`src/rtl/pipelined_control_unit_if.sv`:
```
// pipelined_control_unit_if: ID-stage inputs and pipeline control outputs of the control unit
interface pipelined_control_unit_if #(
    parameter int OP_CODE_SIZE  = 4,
    parameter int ALU_OP_SIZE   = 2,
    parameter int REG_ADDR_BITS = 3
);
    logic                     id_valid;
    logic [OP_CODE_SIZE-1:0]  id_opcode;
    logic [REG_ADDR_BITS-1:0] id_rs;
    logic [REG_ADDR_BITS-1:0] id_rt;
    logic [REG_ADDR_BITS-1:0] id_rd;
    logic                     hold_i;
    logic                     ex_branch_taken;
    logic                     ex_valid;
    logic [8:0]               ex_ctrl;
    logic [ALU_OP_SIZE-1:0]   ex_alu_op;
    logic [REG_ADDR_BITS-1:0] ex_dst;
    logic                     mem_valid;
    logic [8:0]               mem_ctrl;
    logic [REG_ADDR_BITS-1:0] mem_dst;
    logic                     wb_we;
    logic                     wb_mem_to_reg;
    logic [REG_ADDR_BITS-1:0] wb_dst;
    logic                     stall_o;
    logic                     flush_o;
    logic                     ex_illegal;

    modport master (
        output id_valid, id_opcode, id_rs, id_rt, id_rd, hold_i, ex_branch_taken,
        input  ex_valid, ex_ctrl, ex_alu_op, ex_dst, mem_valid, mem_ctrl, mem_dst,
               wb_we, wb_mem_to_reg, wb_dst, stall_o, flush_o, ex_illegal
    );

    modport slave (
        input  id_valid, id_opcode, id_rs, id_rt, id_rd, hold_i, ex_branch_taken,
        output ex_valid, ex_ctrl, ex_alu_op, ex_dst, mem_valid, mem_ctrl, mem_dst,
               wb_we, wb_mem_to_reg, wb_dst, stall_o, flush_o, ex_illegal
    );
endinterface

```
`src/rtl/pipelined_control_unit.sv`:
```
// pipelined_control_unit: opcode decode, ID/EX-EX/MEM-MEM/WB control pipeline, load-use stall and branch flush
module pipelined_control_unit #(
    parameter int OP_CODE_SIZE   = 4,
    parameter int ALU_OP_SIZE    = 2,
    parameter int REG_ADDR_BITS  = 3,
    parameter int ILLEGAL_AS_NOP = 1
) (
    input logic clk,
    input logic rst_n,
    pipelined_control_unit_if.slave bus
);
    // control bundle bits: {bne,we,mem_to_reg,reg_dst,alu_src,mem_write,mem_read,beq,jump}
    localparam logic [8:0] C_LW   = 9'b0_1_1_0_1_0_1_0_0;
    localparam logic [8:0] C_SW   = 9'b0_0_0_0_1_1_0_0_0;
    localparam logic [8:0] C_DP   = 9'b0_1_0_1_0_0_0_0_0;
    localparam logic [8:0] C_BEQ  = 9'b0_0_0_0_0_0_0_1_0;
    localparam logic [8:0] C_BNE  = 9'b1_0_0_0_0_0_0_0_0;
    localparam logic [8:0] C_J    = 9'b0_0_0_0_0_0_0_0_1;
    localparam logic [ALU_OP_SIZE-1:0] ALU_DP  = ALU_OP_SIZE'(2'b00);
    localparam logic [ALU_OP_SIZE-1:0] ALU_CMP = ALU_OP_SIZE'(2'b01);
    localparam logic [ALU_OP_SIZE-1:0] ALU_ADR = ALU_OP_SIZE'(2'b10);
    localparam logic NOP_ILL = (ILLEGAL_AS_NOP != 0);

    logic [8:0]               d_ctrl;
    logic [ALU_OP_SIZE-1:0]   d_alu;
    logic                     d_ill;
    logic [REG_ADDR_BITS-1:0] d_dst;
    logic                     upper_bad;
    logic                     take;
    logic                     keep;

    logic                     ex_valid_q, ex_ill_q, mem_valid_q, wb_valid_q, wb_we_q, wb_m2r_q;
    logic [8:0]               ex_ctrl_q, mem_ctrl_q;
    logic [ALU_OP_SIZE-1:0]   ex_alu_q;
    logic [REG_ADDR_BITS-1:0] ex_dst_q, mem_dst_q, wb_dst_q;

    assign upper_bad = (bus.id_opcode >> 4) != '0;

    // decode the low opcode nibble; illegal codes become a bubble or data-proc depending on ILLEGAL_AS_NOP
    always_comb begin
        d_ctrl = C_DP;
        d_alu  = ALU_DP;
        d_ill  = upper_bad;
        case (bus.id_opcode[3:0])
            4'b0000: begin d_ctrl = C_LW;  d_alu = ALU_ADR; end
            4'b0001: begin d_ctrl = C_SW;  d_alu = ALU_ADR; end
            4'b1010, 4'b1110, 4'b1111: d_ill = 1'b1;
            4'b1011: begin d_ctrl = C_BEQ; d_alu = ALU_CMP; end
            4'b1100: begin d_ctrl = C_BNE; d_alu = ALU_CMP; end
            4'b1101: begin d_ctrl = C_J;   d_alu = ALU_DP;  end
            default: ;
        endcase
        if (d_ill) begin
            d_ctrl = NOP_ILL ? 9'd0 : C_DP;
            d_alu  = ALU_DP;
        end
    end

    assign d_dst = d_ctrl[5] ? bus.id_rd : bus.id_rt;

    assign bus.flush_o = !bus.hold_i && bus.ex_branch_taken && ex_valid_q;
    // a squashed instruction must not also freeze the front end, so flush masks the stall
    assign bus.stall_o = !bus.hold_i && !bus.flush_o && ex_valid_q && ex_ctrl_q[2] && bus.id_valid &&
                         ex_dst_q != '0 && (ex_dst_q == bus.id_rs || ex_dst_q == bus.id_rt);

    assign take = bus.id_valid && !bus.flush_o && !bus.stall_o;
    assign keep = take && !(d_ill && NOP_ILL);

    // advance all three stage registers on every non-hold edge; ID/EX takes decode or a bubble
    always_ff @(posedge clk or negedge rst_n) begin
        if (!rst_n) begin
            ex_valid_q  <= 1'b0;
            ex_ctrl_q   <= '0;
            ex_alu_q    <= '0;
            ex_dst_q    <= '0;
            ex_ill_q    <= 1'b0;
            mem_valid_q <= 1'b0;
            mem_ctrl_q  <= '0;
            mem_dst_q   <= '0;
            wb_valid_q  <= 1'b0;
            wb_we_q     <= 1'b0;
            wb_m2r_q    <= 1'b0;
            wb_dst_q    <= '0;
        end else if (!bus.hold_i) begin
            ex_valid_q  <= keep;
            ex_ctrl_q   <= keep ? d_ctrl : '0;
            ex_alu_q    <= keep ? d_alu : '0;
            ex_dst_q    <= keep ? d_dst : '0;
            ex_ill_q    <= take && d_ill && NOP_ILL;
            mem_valid_q <= ex_valid_q;
            mem_ctrl_q  <= ex_ctrl_q;
            mem_dst_q   <= ex_dst_q;
            wb_valid_q  <= mem_valid_q;
            wb_we_q     <= mem_ctrl_q[7];
            wb_m2r_q    <= mem_ctrl_q[6];
            wb_dst_q    <= mem_dst_q;
        end
    end

    assign bus.ex_valid      = ex_valid_q;
    assign bus.ex_ctrl       = ex_ctrl_q;
    assign bus.ex_alu_op     = ex_alu_q;
    assign bus.ex_dst        = ex_dst_q;
    assign bus.ex_illegal    = ex_ill_q;
    assign bus.mem_valid     = mem_valid_q;
    assign bus.mem_ctrl      = {mem_ctrl_q[8:4], mem_ctrl_q[3:2] & {2{mem_valid_q}}, mem_ctrl_q[1:0]};
    assign bus.mem_dst       = mem_dst_q;
    assign bus.wb_we         = wb_valid_q && wb_we_q;
    assign bus.wb_mem_to_reg = wb_valid_q && wb_m2r_q;
    assign bus.wb_dst        = wb_dst_q;
endmodule

```
`src/flat_wrapper.sv`:
```
// flat-port wrapper written by rule: the top's interface ports become plain ports
module pipelined_control_unit_flat 
#(
    parameter int OP_CODE_SIZE   = 4,
    parameter int ALU_OP_SIZE    = 2,
    parameter int REG_ADDR_BITS  = 3,
    parameter int ILLEGAL_AS_NOP = 1
)
  (clk, rst_n, bus_id_valid, bus_id_opcode, bus_id_rs, bus_id_rt, bus_id_rd, bus_hold_i, bus_ex_branch_taken, bus_ex_valid, bus_ex_ctrl, bus_ex_alu_op, bus_ex_dst, bus_mem_valid, bus_mem_ctrl, bus_mem_dst, bus_wb_we, bus_wb_mem_to_reg, bus_wb_dst, bus_stall_o, bus_flush_o, bus_ex_illegal);
  pipelined_control_unit_if #(.OP_CODE_SIZE(OP_CODE_SIZE), .ALU_OP_SIZE(ALU_OP_SIZE), .REG_ADDR_BITS(REG_ADDR_BITS)) bus_i ();
  input logic clk;
  input logic rst_n;
  input wire logic [$bits(bus_i.id_valid)-1:0] bus_id_valid;
  input wire logic [$bits(bus_i.id_opcode)-1:0] bus_id_opcode;
  input wire logic [$bits(bus_i.id_rs)-1:0] bus_id_rs;
  input wire logic [$bits(bus_i.id_rt)-1:0] bus_id_rt;
  input wire logic [$bits(bus_i.id_rd)-1:0] bus_id_rd;
  input wire logic [$bits(bus_i.hold_i)-1:0] bus_hold_i;
  input wire logic [$bits(bus_i.ex_branch_taken)-1:0] bus_ex_branch_taken;
  output wire logic [$bits(bus_i.ex_valid)-1:0] bus_ex_valid;
  output wire logic [$bits(bus_i.ex_ctrl)-1:0] bus_ex_ctrl;
  output wire logic [$bits(bus_i.ex_alu_op)-1:0] bus_ex_alu_op;
  output wire logic [$bits(bus_i.ex_dst)-1:0] bus_ex_dst;
  output wire logic [$bits(bus_i.mem_valid)-1:0] bus_mem_valid;
  output wire logic [$bits(bus_i.mem_ctrl)-1:0] bus_mem_ctrl;
  output wire logic [$bits(bus_i.mem_dst)-1:0] bus_mem_dst;
  output wire logic [$bits(bus_i.wb_we)-1:0] bus_wb_we;
  output wire logic [$bits(bus_i.wb_mem_to_reg)-1:0] bus_wb_mem_to_reg;
  output wire logic [$bits(bus_i.wb_dst)-1:0] bus_wb_dst;
  output wire logic [$bits(bus_i.stall_o)-1:0] bus_stall_o;
  output wire logic [$bits(bus_i.flush_o)-1:0] bus_flush_o;
  output wire logic [$bits(bus_i.ex_illegal)-1:0] bus_ex_illegal;
  assign bus_i.id_valid = bus_id_valid;
  assign bus_i.id_opcode = bus_id_opcode;
  assign bus_i.id_rs = bus_id_rs;
  assign bus_i.id_rt = bus_id_rt;
  assign bus_i.id_rd = bus_id_rd;
  assign bus_i.hold_i = bus_hold_i;
  assign bus_i.ex_branch_taken = bus_ex_branch_taken;
  assign bus_ex_valid = bus_i.ex_valid;
  assign bus_ex_ctrl = bus_i.ex_ctrl;
  assign bus_ex_alu_op = bus_i.ex_alu_op;
  assign bus_ex_dst = bus_i.ex_dst;
  assign bus_mem_valid = bus_i.mem_valid;
  assign bus_mem_ctrl = bus_i.mem_ctrl;
  assign bus_mem_dst = bus_i.mem_dst;
  assign bus_wb_we = bus_i.wb_we;
  assign bus_wb_mem_to_reg = bus_i.wb_mem_to_reg;
  assign bus_wb_dst = bus_i.wb_dst;
  assign bus_stall_o = bus_i.stall_o;
  assign bus_flush_o = bus_i.flush_o;
  assign bus_ex_illegal = bus_i.ex_illegal;
  pipelined_control_unit #(.OP_CODE_SIZE(OP_CODE_SIZE), .ALU_OP_SIZE(ALU_OP_SIZE), .REG_ADDR_BITS(REG_ADDR_BITS), .ILLEGAL_AS_NOP(ILLEGAL_AS_NOP)) u_core (.clk(clk), .rst_n(rst_n), .bus(bus_i));
endmodule
```
`config.mk`:
```
export PLATFORM = sky130hd
export DESIGN_NAME = pipelined_control_unit_flat
export DESIGN_NICKNAME = d
export VERILOG_FILES = /design/src/rtl/pipelined_control_unit_if.sv /design/src/rtl/pipelined_control_unit.sv /design/src/flat_wrapper.sv
export SDC_FILE = /design/constraint.sdc
export NUM_CORES = 1
export LEC_CHECK = 0
export CAP_MARGIN = 20
export CORE_UTILIZATION = 41
export CTS_CLUSTER_SIZE = 28
export DETAILED_ROUTE_END_ITERATION = 12
export PLACE_DENSITY = 0.73
export SLEW_MARGIN = 5
export SYNTH_ARGS = -nofsm -noshare
export SYNTH_HDL_FRONTEND = slang
export SYNTH_SLANG_ARGS = --single-unit
```
`constraint.sdc`:
```
create_clock -name clk -period 4.4 [get_ports clk]
set_clock_uncertainty 0.1 [all_clocks]
set_input_delay 0.88 -clock clk [delete_from_list [all_inputs] [get_ports clk]]
set_output_delay 0.88 -clock clk [all_outputs]
set_load 0.02 [all_outputs]
```
==> impl_metrics.yaml, run 1 <==
setup_path:
  critPathBufInv: 2
  crit_path_end_kind: "output pin"
  critPathRequiredTime_ps: 3420
  cp_slowest_cell: "clkdlybuf4s50_1"
  slowest_delay_ps: 620
  crit_fanout: 2
  worstPathArrival_ps: 2750
  cp_common_cell: "clkdlybuf4s50_1"
  path_class: "input pin to output pin"
  start_kind: "input pin"
  cp_cell_sequence: "clkdlybuf4s50_1 -> nand2b_4 -> or4_4 -> a21oi_4 -> clkdlybuf4s50_1"
  cp_top_family: "buffers and inverters"
finish:
  syn_to_final_growth_pct: 38.9
  drive_above_1_share: 0.219
  antenna_cells: 0
  final_net_count: 204
yosys:
  synth_seq_area_share: 0.521
  synth_commonest_cells: "dfrtp_1, nand2_1, mux2_2"
  async_flop_share: 1.00
  yosysMostFrequentCell: "dfrtp_1"
  synth_fp_nets: 154
  synth-seq-cells: 33
  synthesis.area_um2: 1590
  synth_top_cell_area_share: 0.521
  yosysUniqueCellTypes: 27
  synth_warnings: 0
  yosys-top-cells-area: "dfrtp_1, mux2_2, nand2_1, o21ai_2, buf_4"
  yosys.area.top_type: "dfrtp_1"
  yosys_most_used_dff: "dfrtp_1"
  synth-edff-count: 0
  syn_inst: 136
  syn-mean-instance-area_um2: 11.7
cts:
  clockRootBuffer: "clkbuf_8"
  clk_pin_slew_ps: 60
  cts_tree: "built"
  clkLatencyLatePin_ps: 280
  post_cts_resized: 0
  post_cts_buffers: 0
  cts_hold_buf: 0
  htreeDepth: 2
  cts_buffers: 5
  clkSinkCount: 33
  cts_buffer_depth: 2
flow_run:
  max_cap_violations: 0
placement:
  io_buffers: 53
  dp_hpwl_mm: 2.41
  post-place-ws_ps: 664
  routabilityCongestion: 0.780
global_routing:
  grt_pass1_vias: 1175
  grt_max_degree: 35
  grt_usage: 0.175
  grt_pass1_wl_mm: 5.55
  antenna_found_initial: 0
  grt_overflow: 0
sta:
  timing_hold_violations_final: 0
  layout_min_cycle_time_ps: 3730
  finalCritPeriodShare: 0.848
  finalSetupTns_ps: 0
  relSlewSlack: 0.727
  worst_pin_slew_ps: 407
  setup_ws_ps: 668
  clock.fmax_mhz: 268
  rsz0062_at_grt: "false"
  report.final.slew_viol_count: 0
  setup_viol: 0
drt:
  drt_pass1_iterations: 4
  drc: 0
  finalWirelength_mm: 3.26
  vias: 1173
  wire_per_inst_um: 13.9
  initialDrtViolationCount: 41
  ant_nets: 0
  avgViaCountPerCell: 4.99
worst_hold_path:
  hold_path.class: "register to register"
power:
  ir_drop_uv: 165
  power_density_nw_per_um2: 338
  p_leak_nw: 0.950
die:
  placementRows: 22
  pin_count: 54
  die_y_um: 64.2
  die_area_um2: 4120
  dieWidth_um: 64.2
  core_area_um2: 3690
  start_util: 0.430
run_status:
  status: "completed"
-- layer usage --
layer,up-vias,GRT usage,wire length (µm)
li1,563,-,-
met1,561,0.231,1470
met2,46,0.278,1570
met3,3,0.0429,192
met4,0,0.0639,23
met5,-,0,0
-- cells in the final DEF, fill, tap and decap left out, types with 3 or more instances in the layout --
cell             Yosys  final
clkdlybuf4s50_1      0     53
dfrtp_1             33     33
nand2_1             21     21
mux2_2              18     18
o21ai_2              7      7
clkbuf_8             0      7
xnor2_1              6      6
o31ai_1              6      6
nand3_1              5      5
and2_1               4      4
nor2_1               3      3
mux2i_1              3      3
buf_4                8      3
-- final cells by class --
| type | instances | area, µm² |
|---|---|---|
| fillers | 322 | 1490 |
| flip-flops and latches | 33 | 826 |
| multi-input cells | 88 | 654 |
| repair buffers | 56 | 553 |
| clock buffers | 7 | 96.3 |
| well taps | 48 | 60.1 |
| inverters | 2 | 7.51 |
| clock inverters | 1 | 5.00 |
-- path summary, 6_finish.rpt --
kind | slack [ps] | end | cells past startpoint | start
worst max-delay path | 670 | bus_stall_o | 5 | bus_hold_i
worst min-delay path | 390 | u_core.bus.ex_alu_op[1]$_DFFE_PN0N_ | 2 | u_core.bus.ex_alu_op[1]$_DFFE_PN0N_
worst max register to register | 2610 | u_core.bus.ex_alu_op[0]$_DFFE_PN0N_ | 5 | u_core.bus.ex_dst[1]$_DFFE_PN0N_
max in group asynchronous | 3010 | u_core.bus.ex_ctrl[1]$_DFFE_PN0N_ | 2 | rst_n
min in group asynchronous | 900 | u_core.bus.mem_dst[2]$_DFFE_PN0N_ | 2 | rst_n
worst min register to register | 390 | u_core.bus.ex_alu_op[1]$_DFFE_PN0N_ | 2 | u_core.bus.ex_alu_op[1]$_DFFE_PN0N_
-- report_power, final --
part	switching, mW	internal (mW)
Sequential	0.0204	0.327
Clock	0.103	0.141
Combinational	0.0725	0.0795
-- metrics by stage --
step	utilization	cells	hold slack [ps]	area, µm²	power [mW]
floorplan	-	136	371	1590	0.430
global route	0.597	235	402	2200	0.781
detailed placement	0.570	227	374	2100	0.507
global placement	0.570	227	376	2100	0.501
finish	0.597	235	387	2200	0.744
CTS	0.597	235	393	2200	0.754
-- registers in the layout (all words and copies together) (netlist names) --
signal and cells:
u_core.bus.ex_ctrl 8, u_core.mem_ctrl_q 8, u_core.bus.ex_dst 3, u_core.bus.mem_dst 3, u_core.bus.wb_dst 3, u_core.bus.ex_alu_op 2, u_core.bus.ex_illegal 1, u_core.bus.ex_valid 1
u_core.bus.mem_valid 1, u_core.wb_m2r_q 1, u_core.wb_valid_q 1, u_core.wb_we_q 1
-- kinds of logic (layout without fill, tap and decap cells) --
kind of cell           after synthesis  after routing  share of synthesized area
XOR/XNOR                             6              6                     0.0331
AND/OR/NAND/NOR                     41             41                      0.128
AO/OA/AOI/OAI                       20             20                      0.105
multiplexers                        21             21                      0.147
buffers and inverters               15             66                     0.0663
flip-flops                          33             33                      0.521
-- tightest hold or removal path, stage by stage (launching register included) --
cell     delay, ps
dfrtp_1        350
nand2_1         60
o21ai_2         50
(Power assumes the default switching activity.)
==> inputs of run 2 (changes only) <==
==> constraint.sdc (replaced) <==
create_clock -name clk -period 3.6 [get_ports clk]
set_clock_uncertainty 0.1 [all_clocks]
set_input_delay 0.72 -clock clk [delete_from_list [all_inputs] [get_ports clk]]
set_output_delay 0.72 -clock clk [all_outputs]
set_load 0.02 [all_outputs]
==> results of run 2 <==
Same layout as run 1 (identical final DEF). Status: completed.
Main changes from that run: final weighted congestion in routability-driven placement 0.780 -> 0.781; setup slack after placement 664 ps -> 184 ps; setup slack after layout 668 ps -> 188 ps; register-to-register setup slack 2610 ps -> 1810 ps; total power 0.744 mW -> 0.909 mW; worst IR drop on VDD 165 µV -> 202 µV
==> inputs of run 3 (changes only) <==
--- a/config.mk
+++ b/config.mk
@@ -14,3 +14,4 @@
 export SYNTH_ARGS = -nofsm -noshare
 export SYNTH_HDL_FRONTEND = slang
 export SYNTH_SLANG_ARGS = --single-unit
+export TNS_END_PERCENT = 10
==> results of run 3 <==
Same layout as run 1 (identical final DEF). Status: completed.
Main changes from that run: final weighted congestion in routability-driven placement 0.780 -> 0.781; setup slack after placement 664 ps -> 184 ps; setup slack after layout 668 ps -> 188 ps; register-to-register setup slack 2610 ps -> 1810 ps; total power 0.744 mW -> 0.909 mW; worst IR drop on VDD 165 µV -> 202 µV
